File: src/rtl/pc_seq_pkg.sv
// Definitions shared by the next-PC sequencer: opcode encodings and program entry table.
package pc_seq_pkg;

  localparam logic [4:0] NOP  = 5'h00;
  localparam logic [4:0] BA   = 5'h08;
  localparam logic [4:0] BL   = 5'h09;
  localparam logic [4:0] BG   = 5'h0A;
  localparam logic [4:0] BE   = 5'h0B;
  localparam logic [4:0] JMP  = 5'h0C;
  localparam logic [4:0] CALL = 5'h0D;
  localparam logic [4:0] RET  = 5'h0E;
  localparam logic [4:0] HALT = 5'h0F;

  localparam int ENTRY_NUM = 3;
  localparam int ENTRY_PC [ENTRY_NUM] = '{0, 25, 44};

endpackage

File: src/rtl/pc_seq_ret_stack.sv
// LIFO of return addresses; dout is the current top, valid only when !empty.
module ret_stack #(
  parameter int PC_W        = 8,
  parameter int STACK_DEPTH = 4
) (
  input  logic            clk,
  input  logic            reset,
  input  logic            push,
  input  logic            pop,
  input  logic [PC_W-1:0] din,
  output logic [PC_W-1:0] dout,
  output logic            full,
  output logic            empty
);

  localparam int SPW = $clog2(STACK_DEPTH + 1);
  localparam int AW  = (STACK_DEPTH > 1) ? $clog2(STACK_DEPTH) : 1;

  logic [PC_W-1:0] mem [STACK_DEPTH];
  logic [SPW-1:0]  sp;
  logic [SPW-1:0]  sp_m1;
  logic [AW-1:0]   wr_idx;
  logic [AW-1:0]   rd_idx;

  assign sp_m1  = sp - SPW'(1);
  assign wr_idx = AW'(sp);
  assign rd_idx = AW'(sp_m1);
  assign empty  = (sp == '0);
  assign full   = (sp == SPW'(STACK_DEPTH));
  assign dout   = mem[rd_idx];

  // Only the pointer is reset; entries above it are never read.
  always_ff @(posedge clk) begin
    if (!reset) begin
      sp <= '0;
    end else if (push && !full) begin
      mem[wr_idx] <= din;
      sp          <= sp + SPW'(1);
    end else if (pop && !empty) begin
      sp <= sp_m1;
    end
  end

endmodule

File: src/rtl/pc_seq.sv
// Next-PC sequencer: entry select, relative branches, jumps, call/return, stall, halt and sticky fault.
module pc_seq
  import pc_seq_pkg::*;
#(
  parameter int PC_W        = 8,
  parameter int OFF_W       = 15,
  parameter int NUM_PROG    = 3,
  parameter int STACK_DEPTH = 4,
  localparam int SEL_W      = (NUM_PROG > 1) ? $clog2(NUM_PROG) : 1
) (
  input  logic             clk,
  input  logic             reset,
  input  logic [SEL_W-1:0] prog_sel,
  input  logic [4:0]       op,
  input  logic             z,
  input  logic             lt,
  input  logic [OFF_W-1:0] bamt,
  input  logic [PC_W-1:0]  jaddr,
  input  logic             stall,
  output logic [PC_W-1:0]  PC,
  output logic             halted,
  output logic             fault
);

  localparam int EW = (OFF_W > PC_W) ? OFF_W : PC_W;

  logic [PC_W-1:0] pc_q, pc_nxt, pc_inc, br_tgt, entry_pc, stk_dout;
  logic [EW-1:0]   off_ext;
  logic            halted_nxt, fault_nxt, sel_ok, taken;
  logic            push, pop, stk_full, stk_empty;

  assign PC      = pc_q;
  assign pc_inc  = pc_q + PC_W'(1);
  assign off_ext = EW'($signed(bamt));
  assign br_tgt  = pc_q + off_ext[PC_W-1:0];

  // Out-of-range selections fall back to the first entry and flag a fault.
  always_comb begin
    entry_pc = PC_W'(ENTRY_PC[0]);
    sel_ok   = 1'b0;
    for (int i = 0; i < ENTRY_NUM; i++) begin
      if (i < NUM_PROG && prog_sel == SEL_W'(i)) begin
        entry_pc = PC_W'(ENTRY_PC[i]);
        sel_ok   = 1'b1;
      end
    end
  end

  always_comb begin
    taken = 1'b0;
    case (op)
      BA:      taken = 1'b1;
      BL:      taken = lt;
      BG:      taken = !lt;
      BE:      taken = z;
      default: taken = 1'b0;
    endcase
  end

  always_comb begin
    pc_nxt     = pc_q;
    halted_nxt = halted;
    fault_nxt  = fault;
    push       = 1'b0;
    pop        = 1'b0;
    if (!halted && !stall) begin
      case (op)
        BA, BL, BG, BE: pc_nxt = taken ? br_tgt : pc_inc;
        JMP:            pc_nxt = jaddr;
        CALL: begin
          if (stk_full) begin
            fault_nxt  = 1'b1;
            halted_nxt = 1'b1;
          end else begin
            push   = 1'b1;
            pc_nxt = jaddr;
          end
        end
        RET: begin
          if (stk_empty) begin
            fault_nxt  = 1'b1;
            halted_nxt = 1'b1;
          end else begin
            pop    = 1'b1;
            pc_nxt = stk_dout;
          end
        end
        HALT:    halted_nxt = 1'b1;
        default: pc_nxt = pc_inc;
      endcase
    end
  end

  always_ff @(posedge clk) begin
    if (!reset) begin
      pc_q   <= entry_pc;
      halted <= 1'b0;
      fault  <= !sel_ok;
    end else begin
      pc_q   <= pc_nxt;
      halted <= halted_nxt;
      fault  <= fault_nxt;
    end
  end

  ret_stack #(
    .PC_W        (PC_W),
    .STACK_DEPTH (STACK_DEPTH)
  ) u_stack (
    .clk   (clk),
    .reset (reset),
    .push  (push),
    .pop   (pop),
    .din   (pc_inc),
    .dout  (stk_dout),
    .full  (stk_full),
    .empty (stk_empty)
  );

endmodule

File: config.mk
export PLATFORM = sky130hd
export DESIGN_NAME = pc_seq
export DESIGN_NICKNAME = d
export VERILOG_FILES = /design/src/rtl/pc_seq_pkg.sv /design/src/rtl/pc_seq_ret_stack.sv /design/src/rtl/pc_seq.sv
export SDC_FILE = /design/constraint.sdc
export NUM_CORES = 1
export LEC_CHECK = 0
export ABC_AREA = 1
export BUFFER_PORTS_ARGS = -buffer_cell sky130_fd_sc_hd__buf_2
export CAP_MARGIN = 25
export CORE_MARGIN = 4
export CORE_UTILIZATION = 45
export DETAILED_ROUTE_END_ITERATION = 16
export PLACE_DENSITY = 0.68
export SYNTH_ARGS = -nofsm -noshare
export SYNTH_HDL_FRONTEND = slang
export SYNTH_SLANG_ARGS = --single-unit
File: constraint.sdc
create_clock -name clk -period 2 [get_ports clk]
set_input_delay 0.2 -clock clk [delete_from_list [all_inputs] [get_ports clk]]
set_output_delay 0.2 -clock clk [all_outputs]
set_load 0.01 [all_outputs]
After elaboration in Yosys (flattened, before gate mapping)
Memories as Yosys holds them, arrays and structs flattened.
Index checks and enable logic that the tools add are counted.
Widths: inputs -> output; s select.
- flip-flop bits (word level): 13
- logic and storage cells: 75
- output and inout bits: 10
- input bits: 35
- memories: 1
- RAM bits: 32
- memories (memory ; depth ; width ; read ports ; clocked after Yosys merged registers in ; wr ports ; RTL line ; source):
    u_stack.mem ; 4 ; 8 ; 1 ; 0 ; 1 ; pc_seq_ret_stack.sv:19 ; logic [PC_W-1:0] mem [STACK_DEPTH];
- $add $sub $neg: 4
- mux-type cells: 29
- equality and inequality tests: 20
- reduce and logical (&&, ||, !) cells: 17
- operators by type and width (cell ; number):
    $eq 5x4->1 const B ; 8
    $mux 8 ; 5
    $pmux 8 s5 ; 1
    $mux 1 ; 16
    $reduce_and 4->1 ; 3
    $add 8x1->8 const B ; 1
    $add 8x8->8 ; 1
    $logic_not 1->1 ; 6
    $mux 3 ; 2
    $mux 6 ; 1
    $ne 2x1->1 const B ; 3
    $ne 3x2->1 const B ; 2
    $ne 3x3->1 const B ; 2
    $mux 5 ; 1
    $pmux 1 s4 ; 1
    $reduce_or 4->1 ; 1
    $add 3x1->3 const B ; 1
    $eq 3x3->1 const B ; 1
    $logic_and 1x1->1 ; 3
    $logic_not 3->1 ; 1
    $ne 3x1->1 const B ; 1
    $pmux 1 s3 ; 1
    $reduce_bool 3->1 ; 1
    $sub 3x1->3 const B ; 1
    6 further kinds ; 6

Logic depth before layout (Yosys ltp)
Gate-level depths: netlist (run 1).
- depth in word-level cells: 8
- gate-level depth with buffers: 12
- gate-level depth less buffers: 11

Cells and area by module
A second synthesis (run 1) with hierarchy kept.
- cells, all modules: 342
- area total of the unflattened synthesis: 2826.5 um2
- modules (own cells, without submodules) (module ; cells each ; area an instance (um2) ; seq. area each (um2) ; times used):
    ret_stack ; 123 ; 1476.4 ; 1021.0 ; 1
    pc_seq ; 219 ; 1350.0 ; 290.3 ; 1

Worst setup path before layout (run 1)
No wires, ideal clock.
- kind: reg-to-reg
- start: register u_stack.sp[0]
- end: register pc_q[0], in the netlist PC[0] (enable)
- period minus slack after synthesis: 2198 ps
- data required time: 1616 ps
- arrival: 1814 ps
- path buffers: 1
- path slack: -198 ps
- stages on the path, launching flop included: 8
- library setup time: 384 ps
- cells stage by stage: dfxtp_1 -> inv_1 -> buf_2 -> ha_1 -> ha_1 -> inv_1 -> a21oi_1 -> o21ai_0
- cells in the longest elaborated chain, start to end: 3
- elaborated cells between the ends (all ways): 5
- classes of those cells: eq/ne (3); reduce/logical (2)
- ends and longest elaborated chain (element ; RTL line ; source):
    start: declaration ; pc_seq_ret_stack.sv:20 ; logic [SPW-1:0] sp;
    start signal: assignment ; pc_seq_ret_stack.sv:38 ; sp <= sp + SPW'(1);
    start signal: assignment ; pc_seq_ret_stack.sv:40 ; sp <= sp_m1;
    $eq 3x3->1 / $logic_not 3->1 (equally long branches) ; pc_seq_ret_stack.sv:29, pc_seq_ret_stack.sv:28 ;
    $ne 3x3->1 (no line) ; - ;
    $reduce_and 4->1 (no line) (*) ; - ;
    end signal: assignment ; pc_seq.sv:96 ; pc_q <= entry_pc;
    end signal: assignment ; pc_seq.sv:100 ; pc_q <= pc_nxt;
    end: declaration ; pc_seq.sv:27 ; logic [PC_W-1:0] pc_q, pc_nxt, pc_inc, br_tgt, entry_pc, stk_dout;
Mark *: on every way between the ends. The rest lies on a longest branch, timed or not.
A chain may end at the register's enable or synchronous reset.

Final worst setup path (run 1)
- start: register u_stack.sp[1]
- end: memory u_stack.mem[1][2] (enable)
- cells in the longest elaborated chain, start to end: 8
- elaborated cells between the ends (all ways): 9
- classes of those cells: eq/ne (1); mux (6); reduce/logical (2)
- ends and longest elaborated chain (element ; RTL line ; source):
    $eq 3x3->1 ; pc_seq_ret_stack.sv:29 ; assign full = (sp == SPW'(STACK_DEPTH));
    $mux 1 ; pc_seq.sv:71 ; if (stk_full) begin
    $mux 1 ; pc_seq.sv:67 ; case (op)
    $mux 1 ; pc_seq.sv:66 ; if (!halted && !stall) begin
    $logic_and 1x1->1 ; pc_seq_ret_stack.sv:36 ; end else if (push && !full) begin
    $mux 1 ; pc_seq_ret_stack.sv:36 ;
    $mux 1 ; pc_seq_ret_stack.sv:34 ; if (!reset) begin
    $mux 1 (implied by the code) ; pc_seq_ret_stack.sv:37 ; mem[wr_idx] <= din;
    end: declaration ; pc_seq_ret_stack.sv:19 ;
Parallel ways exist; a longest one is shown, timed or not.

==> flow_metrics.tcl, run 1 <==
set metrics [dict create \
    cp_slowest_cell "dfxtp_1" \
    initial_utilization 0.464 \
    row_count 28 \
    grt_max_degree 22 \
    root_buffer "clkbuf_8" \
    endpoint_kind "flop" \
    timing.final.max_slew_violations 0 \
    ant_nets 0 \
    dpl_cell_area_mm2 0.00313 \
    postSynthCellCount 339 \
    period_share 0.930 \
    ios 45 \
    min_delay_worst_endpoint "halted$_SDFFE_PN0P_" \
    cts_buffer_depth 2 \
    grt_usage 0.185 \
    cap_violations 0 \
    crit_family "adder cells" \
    clock_sinks 45 \
    synth_enable_flop_cells 41 \
    grt_pass1_wl_um 10600 \
    num_vias 2372 \
    worstSetupPathType "reg2reg" \
    power_leakage_uw 0.00153 \
    cp_cell_sequence "inv_1 -> ha_1 -> ha_1 -> nor2_2 -> nand3_1 -> nor2_1 -> buf_4" \
    synthesis.area_mm2 0.00277 \
    wire_per_inst_um 14.1 \
    die-area_mm2 0.00747 \
    tightest_slew_ns 0.407 \
    min_path_cells 4 \
    min_from "stall" \
    p_per_area_mw_per_mm2 735 \
    antenna_found_initial 0 \
    period_minus_slack_ns 1.86 \
    drc 0 \
    drt_wl_total_um 6620 \
    syn_to_final_growth_pct 18.1 \
    yosysWarnings 0 \
    clock_latency_ns 0.30 \
    synth_most_common_cell "nand2_1" \
    arrival_ns 1.87 \
    drive_gt1_frac 0.173 \
    synth-seq-cells 45 \
    worstPathRequired_ns 2.01 \
    holdBufCountCts 0 \
    finClkSkew_ns 0.00214 \
    avgSynthCellArea_um2 8.16 \
    post_cts_buffers 0 \
    grt_pass1_vias 2301 \
    fp.dieW_um 86.4 \
    critPathBufInv 2 \
    cts_buffers 5 \
    outcome "finished clean" \
    timing.rr.start "u_stack.sp[1]$_SDFFE_PN0P_" \
    timing.slew.headroom 0.729 \
    ys_seq_area_frac 0.474 \
    finalSetupViolCount 0 \
    reg2regPathDepth 7 \
    synth_flop_cell "edfxtp_1" \
    synth_top_cell_area_share 0.445 \
    rsz0062_at_grt "false" \
    antenna_cells 0 \
    via_per_inst 5.07 \
    core_mm2 0.00596 \
    yosysTopAreaCell "edfxtp_1" \
    dp_hpwl_um 5100 \
    syn-num-nets 392 \
    first_pass_iters 4 \
    place_congestion 0.869 \
    final_nets 445 \
    hp-class "in2reg" \
    synth_commonest_cells "nand2_1 (101), inv_1 (46), edfxtp_1 (41)" \
    cts-htree-levels 2 \
    path_max_fanout 8 \
    report.final.hold_viol_count 0 \
    drtIter0Drc 139 \
    grt-ovfl-total 0 \
    cts_tree "built" \
    ys_types 23 \
    fmax_mhz 538 \
    fin_area_mm2 0.00327 \
    die_h_um 86.4 \
    cp_common_cell "ha_1" \
    max_stage_delay_ns 0.40 \
    irDropWorstVdd_mv 0.398 \
    synth_area_leaders "edfxtp_1 (45%), nand2_1 (14%), ha_1 (7.7%), nand3_1 (6.7%), inv_1 (6.2%)" \
    cts_resized 0 \
    synthArstFlopShare 0 \
    power_uw 2400 \
    io_buffers 37 \
    r2r_setup_slack_ns 0.14 \
    crit_path_start_kind "flop" \
    clk_pin_slew_ns 0.09 \
    reg2reg_to "u_stack.mem[1][2]$_DFFE_PP_" \
]
==> how the worst max path moves through the flow <==
stage / startpoint / endpoint / slack [ns] / depth (start not counted)
floorplan: u_stack.sp[0]$_SDFFE_PN0P_ / u_stack.mem[1][0]$_DFFE_PP_ / -0.10 / 7
global placement: PC[2]$_DFFE_PP_ / PC[3]$_DFFE_PP_ / 0.15 / 10
detailed placement: PC[2]$_DFFE_PP_ / PC[3]$_DFFE_PP_ / 0.13 / 10
CTS: PC[2]$_DFFE_PP_ / PC[3]$_DFFE_PP_ / 0.12 / 10
global route: u_stack.sp[1]$_SDFFE_PN0P_ / PC[3]$_DFFE_PP_ / 0.01 / 9
finish: u_stack.sp[1]$_SDFFE_PN0P_ / u_stack.mem[1][2]$_DFFE_PP_ / 0.14 / 7
==> worst reg2reg max path, cell delays in order (launching register included) <==
cell	delay, ns
dfxtp_1	0.40
inv_1	0.08
ha_1	0.23
ha_1	0.23
nor2_2	0.17
nand3_1	0.15
nor2_1	0.13
buf_4	0.19
==> final cells by class <==
type | count | area [um2]
clock buffers | 5 | 68.8
fillers | 551 | 2690
well taps | 75 | 93.8
repair buffers | 51 | 290
inverters | 47 | 176
clock inverters | 3 | 68.8
multi-input cells | 242 | 1260
flip-flops and latches | 45 | 1310
==> power breakdown <==
part | switching [uW] | internal (uW)
combinational | 284 | 176
clock | 327 | 503
sequential | 27.4 | 1080
==> metal layers <==
metal | wire (um) | share of wire | track usage
met5 | 0 | 0 | 0
met4 | 126 | 0.019 | 0.0722
met2 | 3310 | 0.50 | 0.327
met3 | 209 | 0.032 | 0.0162
met1 | 2970 | 0.45 | 0.233
==> kinds of logic (layout without fill, tap and decap cells) <==
kind of cell	after synthesis	count (layout)	synth area share
and+or+nand+nor	180	180	0.274
DFF	45	45	0.474
adders and majority gates	18	18	0.0841
xor gates and xnor gates	4	4	0.0127
AOI/OAI and AO/OA	40	40	0.0828
buffers and inverters	52	106	0.0728
==> cell usage in the layout, fill, tap and decap left out <==
master | netlist | final
a21o_1 | 1 | 1
a21oi_1 | 15 | 15
a21oi_4 | 1 | 1
buf_2 | 5 | 37
buf_4 | 0 | 14
bufinv_16 | 0 | 2
clkbuf_8 | 0 | 5
clkinv_1 | 1 | 1
dfxtp_1 | 4 | 4
edfxtp_1 | 41 | 41
fa_1 | 1 | 1
ha_1 | 17 | 16
ha_2 | 0 | 1
inv_1 | 46 | 46
inv_6 | 0 | 1
nand2_1 | 101 | 101
nand3_1 | 37 | 37
nand4_1 | 9 | 9
nor2_1 | 28 | 27
nor2_2 | 2 | 3
o211ai_1 | 2 | 2
o21a_1 | 2 | 2
o21ai_0 | 17 | 16
o21ai_1 | 0 | 1
o21ai_2 | 1 | 1
o22ai_1 | 1 | 1
or2_2 | 3 | 3
xnor2_1 | 2 | 2
xor2_1 | 2 | 2
==> through the flow <==
stage	util	hold slack [ns]	setup slack, ns	instances	setup TNS [ns]
after global routing	0.549	0.321	0.0102	468	0
after CTS	0.548	0.271	0.124	468	0
after global placement	0.525	0.465	0.155	460	0
after floorplan	-	0.374	-0.101	339	-3.23
final	0.549	0.284	0.140	468	0
after detailed placement	0.525	0.469	0.135	460	0
==> sequential cells by signal (all words and copies together) (netlist names) <==
name / flops
u_stack.mem: 32
PC: 8
u_stack.sp: 3
halted: 1
fault: 1
(Power assumes the default switching activity.)
==> run 2: changes to the inputs <==
--- a/config.mk
+++ b/config.mk
@@ -12,6 +12,7 @@
 export CORE_UTILIZATION = 45
 export DETAILED_ROUTE_END_ITERATION = 16
 export PLACE_DENSITY = 0.68
+export SETUP_SLACK_MARGIN = 0.2
 export SYNTH_ARGS = -nofsm -noshare
 export SYNTH_HDL_FRONTEND = slang
 export SYNTH_SLANG_ARGS = --single-unit
==> run 2 against run 1 <==
Net effect:
- via count grew 6.6%
- worst hold slack lost 0.039 ns
- non-clock buffer count grew 12
- total power shrank 0.17%
- first-iteration DRC count grew 53%
==> flow_metrics.tcl, run 2 (synthesis results as in run 1) <==
set metrics [dict create \
    irDropWorstVdd_mv 0.333 \
    clock_sinks 45 \
    die_h_um 86.4 \
    use_met3 0.0314 \
    dpl_cell_area_mm2 0.00316 \
    ios 45 \
    top_usage_layer "met2" \
    combPwrFrac 0.243 \
    grt-ovfl-total 0 \
    path_max_fanout 4 \
    ant_nets 0 \
    reg2regPathDepth 7 \
    most-common-layout-cells "nand2_1 (97), inv_1 (44), edfxtp_1 (41)" \
    critPathBufInv 0 \
    cts-htree-levels 2 \
    num_vias 2529 \
    grt_usage 0.190 \
    hp-class "in2reg" \
    grt_pass1_vias 2350 \
    min_from "reset" \
    power_uw 2400 \
    met2_usage 0.323 \
    arrival_ns 1.84 \
    crit_family "adder cells" \
    timing.rr.start "PC[0]$_DFFE_PP_" \
    report.final.hold_viol_count 0 \
    fp.dieW_um 86.4 \
    crit_path_start_kind "flop" \
    mostFrequentLayoutCell "nand2_1" \
    period_share 0.884 \
    cts_tree "built" \
    clk_pin_slew_ns 0.10 \
    drive_gt1_frac 0.262 \
    endpoint_kind "flop" \
    first_pass_iters 4 \
    place_congestion 0.955 \
    cts_buffer_depth 2 \
    row_count 28 \
    worstSetupPathType "reg2reg" \
    timing.slew.headroom 0.700 \
    wire_per_inst_um 14.8 \
    syn_to_final_growth_pct 28.2 \
    pwr-share-clk 0.293 \
    use_met1 0.258 \
    cts_buffers 5 \
    core_mm2 0.00596 \
    cp_common_cell "nand2_1" \
    grt_max_degree 22 \
    grt_pass1_wl_um 11000 \
    finClkSkew_ns 0.0144 \
    final_nets 457 \
    clock_latency_ns 0.30 \
    drt_wl_total_um 7130 \
    drc 0 \
    initial_utilization 0.464 \
    fmax_mhz 566 \
    antenna_found_initial 0 \
    reg2reg_to "PC[2]$_DFFE_PP_" \
    outcome "finished clean" \
    largest_reg_flops 32 \
    io_buffers 37 \
    fin_area_mm2 0.00355 \
    period_minus_slack_ns 1.77 \
    r2r_setup_slack_ns 0.23 \
    power_leakage_uw 0.00158 \
    worstPathRequired_ns 2.07 \
    pwr-share-seq 0.465 \
    drtIter0Drc 212 \
    max_stage_delay_ns 0.45 \
    via_per_inst 5.27 \
    antenna_cells 0 \
    p_per_area_mw_per_mm2 676 \
    finalSetupViolCount 0 \
    cp_slowest_cell "edfxtp_1" \
    cp_cell_sequence "ha_2 -> fa_2 -> o21a_1 -> nand2_1 -> nand4_1 -> nand2_1 -> nand2_1" \
    dp_hpwl_um 5100 \
    min_path_cells 3 \
    swShare 0.284 \
    p_switching_uw 680 \
    timing.final.max_slew_violations 0 \
    fillers 524 \
    p_int_uw 1720 \
    regMostFlops "u_stack.mem" \
    tightest_slew_ns 0.448 \
    whs_ns 0.245 \
    root_buffer "clkbuf_8" \
    tns_ns 0 \
    min_delay_worst_endpoint "u_stack.sp[0]$_SDFFE_PN0P_" \
    cap_violations 0 \
    rsz0062_at_grt "true" \
    die-area_mm2 0.00747 \
]
-- run 2: layer usage --
metal	share of wire	routed length, um
met1	0.43	3060
met2	0.49	3520
met4	0.011	80
met5	0	0
met3	0.066	471
-- run 2: power by group through the flow --
stage	Combinational (uW)	Sequential (uW)	Clock [uW]
floorplan	282	1150	0
global placement	438	1130	0
detailed placement	453	1140	0
CTS	468	1110	702
global route	650	1120	742
finish	581	1110	702
-- run 2: stage by stage --
step / utilization / instances / setup WS (ns)
2_1_floorplan: - / 339 / 0.223
3_3_place_gp: 0.530 / 455 / 0.164
3_5_place_dp: 0.530 / 455 / 0.107
4_1_cts: 0.565 / 469 / 0.144
5_1_grt: 0.596 / 480 / 0.139
6_report: 0.596 / 480 / 0.232
-- run 2: worst max-delay path by stage --
stage                               start                          end  cells after the start
2_1_floorplan  u_stack.sp[0]$_SDFFE_PN0P_  u_stack.mem[0][0]$_DFFE_PP_                      7
3_3_place_gp              PC[2]$_DFFE_PP_              PC[3]$_DFFE_PP_                     10
3_5_place_dp              PC[2]$_DFFE_PP_              PC[3]$_DFFE_PP_                     10
4_1_cts                   PC[2]$_DFFE_PP_              PC[3]$_DFFE_PP_                     10
5_1_grt                   PC[0]$_DFFE_PP_              PC[4]$_DFFE_PP_                      8
6_report                  PC[0]$_DFFE_PP_              PC[2]$_DFFE_PP_                      7
-- run 2: what timing repair did --
action,4_1_cts,5_1_grt
hold buffers,0,0
setup endpoints to repair,36,52
pin swaps,4,6
gates resized for setup,2,24
buffers inserted,6,11
hold endpoints to repair,0,0
-- run 2: area by class of cell --
class,instances,area [um2],share of cell area
well taps,75,93.8,0.0265
repair buffers,63,434,0.122
inverters,47,179,0.0504
multi-input cells,242,1420,0.399
clock inverters,2,38.8,0.0109
flip-flops and latches,45,1310,0.370
clock buffers,6,72.6,0.0205
-- run 2: worst register-to-register path, delay by kind of cell (launching register included) --
kind                     cells  cell delay (ns)
adder cells (fa/ha/maj)      2             0.62
flip-flops                   1             0.45
AND/OR/NAND/NOR              4             0.26
AO/OA/AOI/OAI                1             0.20
==> run 3: changes to the inputs <==
--- a/config.mk
+++ b/config.mk
@@ -11,7 +11,7 @@
 export CORE_MARGIN = 4
 export CORE_UTILIZATION = 45
 export DETAILED_ROUTE_END_ITERATION = 16
-export PLACE_DENSITY = 0.68
+export PLACE_DENSITY = 0.66
 export SETUP_SLACK_MARGIN = 0.2
 export SYNTH_ARGS = -nofsm -noshare
 export SYNTH_HDL_FRONTEND = slang
==> constraint.sdc (replaced) <==
create_clock -name clk -period 2.2 [get_ports clk]
set_input_delay 0.22 -clock clk [delete_from_list [all_inputs] [get_ports clk]]
set_output_delay 0.22 -clock clk [all_outputs]
set_load 0.01 [all_outputs]
==> run 3 against run 2 <==
Net effect:
- register-to-register slack improved by 0.03 ns
- utilization shrank 5.2 points
- clock power is 24% lower
- first-iteration DRC count shrank 21%
- largest cell class is now registers
- largest power group unchanged
==> flow_metrics.tcl, run 3 (synthesis results as in run 1) <==
set metrics [dict create \
    outcome "finished clean" \
    report.final.hold_viol_count 0 \
    num_vias 2403 \
    p_switching_uw 583 \
    fp.dieW_um 86.4 \
    grt_usage 0.186 \
    finalSetupViolCount 0 \
    endpoint_kind "flop" \
    cp_common_cell "nand2_1" \
    p_per_area_mw_per_mm2 604 \
    cap_violations 0 \
    period_share 0.879 \
    antenna_found_initial 0 \
    cts_tree "built" \
    dpl_cell_area_mm2 0.00310 \
    cp_slowest_cell "edfxtp_1" \
    hp-class "in2reg" \
    irDropWorstVdd_mv 0.320 \
    regMostFlops "u_stack.mem" \
    first_pass_iters 4 \
    io_buffers 37 \
    syn_to_final_growth_pct 17.1 \
    p_int_uw 1370 \
    tns_ns 0 \
    rsz0062_at_grt "true" \
    critPathBufInv 2 \
    drt_wl_total_um 6600 \
    cp_cell_sequence "ha_1 -> nand2_1 -> nand2_1 -> inv_1 -> nand2_1 -> or2_2 -> nand3_1 -> nand3_1 -> nand2_1 -> inv_1" \
    period_minus_slack_ns 1.93 \
    dp_hpwl_um 5040 \
    pwr-share-clk 0.273 \
    grt-ovfl-total 0 \
    reg2regPathDepth 10 \
    combPwrFrac 0.210 \
    pwr-share-seq 0.517 \
    grt_pass1_vias 2285 \
    place_congestion 0.843 \
    via_per_inst 5.12 \
    crit_path_start_kind "flop" \
    finClkSkew_ns 0.00817 \
    final_nets 446 \
    power_leakage_uw 0.00151 \
    arrival_ns 2.00 \
    ios 45 \
    clk_pin_slew_ns 0.09 \
    min_delay_worst_endpoint "PC[1]$_SDFFCE_PN0P_" \
    most-common-layout-cells "nand2_1 (101), inv_1 (46), edfxtp_1 (41)" \
    clock_sinks 45 \
    antenna_cells 0 \
    timing.rr.start "PC[2]$_DFFE_PP_" \
    drive_gt1_frac 0.178 \
    drc 0 \
    fin_area_mm2 0.00324 \
    row_count 28 \
    die-area_mm2 0.00747 \
    root_buffer "clkbuf_8" \
    swShare 0.299 \
    min_from "jaddr[1]" \
    drtIter0Drc 167 \
    path_max_fanout 7 \
    crit_family "simple AND/OR/NAND/NOR gates" \
    grt_max_degree 22 \
    min_path_cells 5 \
    clock_latency_ns 0.30 \
    core_mm2 0.00596 \
    reg2reg_to "PC[3]$_DFFE_PP_" \
    cts_buffer_depth 2 \
    worstPathRequired_ns 2.26 \
    worstSetupPathType "reg2reg" \
    largest_reg_flops 32 \
    tightest_slew_ns 0.449 \
    cts-htree-levels 2 \
    max_stage_delay_ns 0.42 \
    wire_per_inst_um 14.1 \
    r2r_setup_slack_ns 0.27 \
    mostFrequentLayoutCell "nand2_1" \
    grt_pass1_wl_um 10800 \
    fmax_mhz 517 \
    timing.final.max_slew_violations 0 \
    die_h_um 86.4 \
    timing.slew.headroom 0.699 \
    cts_buffers 5 \
    initial_utilization 0.464 \
    holdBufCountCts 0 \
    ant_nets 0 \
    cp.depth 10 \
]
==> run 3: timing repair <==
item / 4_1_cts / 5_1_grt
resized for setup: 0 / 3
setup buffers: 0 / 4
setup endpoints to repair: 0 / 37
==> run 3: how the worst max path moves through the flow <==
stage / startpoint / to / slack (ns)
3_5_place_dp: u_stack.sp[1]$_SDFFE_PN0P_ / PC[3]$_DFFE_PP_ / 0.24
3_3_place_gp: PC[2]$_DFFE_PP_ / PC[3]$_DFFE_PP_ / 0.31
6_report: PC[2]$_DFFE_PP_ / PC[3]$_DFFE_PP_ / 0.27
5_1_grt: PC[2]$_DFFE_PP_ / PC[3]$_DFFE_PP_ / 0.17
2_1_floorplan: u_stack.sp[0]$_SDFFE_PN0P_ / u_stack.mem[1][0]$_DFFE_PP_ / 0.1
4_1_cts: u_stack.sp[1]$_SDFFE_PN0P_ / PC[3]$_DFFE_PP_ / 0.22
==> run 3: power groups by stage <==
stage	clock, uW	combinational [uW]	sequential (uW)
after floorplan	0	248	1040
after global placement	0	392	1030
after detailed placement	0	402	1030
after CTS	549	404	1010
after global routing	582	473	1010
final	534	411	1010
==> run 3: final cells by class <==
type                       count  area [um2]
clock inverter                 3        25.0
timing repair buffer          52         298
clock buffer                   5        68.8
tap                           75        93.8
inverter                      47         180
sequential                    45        1310
multi-input combinational    242        1260
fill                         595        2720
==> run 3: layer usage <==
metal / global-route usage / share of wire / up-vias
met5: 0 / 0 / -
met4: 0.0538 / 0.013 / 0
met3: 0.0152 / 0.032 / 7
met2: 0.317 / 0.49 / 55
met1: 0.253 / 0.46 / 1110
li1: - / - / 1231
==> run 3: worst reg2reg max path, cell delays in order, from the launching register on <==
cell,delay (ns)
edfxtp_1,0.42
ha_1,0.40
nand2_1,0.09
nand2_1,0.07
inv_1,0.05
nand2_1,0.08
or2_2,0.28
nand3_1,0.10
nand3_1,0.11
nand2_1,0.08
inv_1,0.03
==> run 3: metrics by stage <==
step / cells / utilization / power [uW] / hold slack [ns] / worst slack, ns
finish: 469 / 0.544 / 1950 / 0.318 / 0.267
global route: 469 / 0.544 / 2070 / 0.343 / 0.170
CTS: 465 / 0.537 / 1960 / 0.307 / 0.221
detailed placement: 457 / 0.521 / 1430 / 0.473 / 0.244
global placement: 457 / 0.521 / 1420 / 0.468 / 0.311
floorplan: 339 / - / 1290 / 0.394 / 0.0989
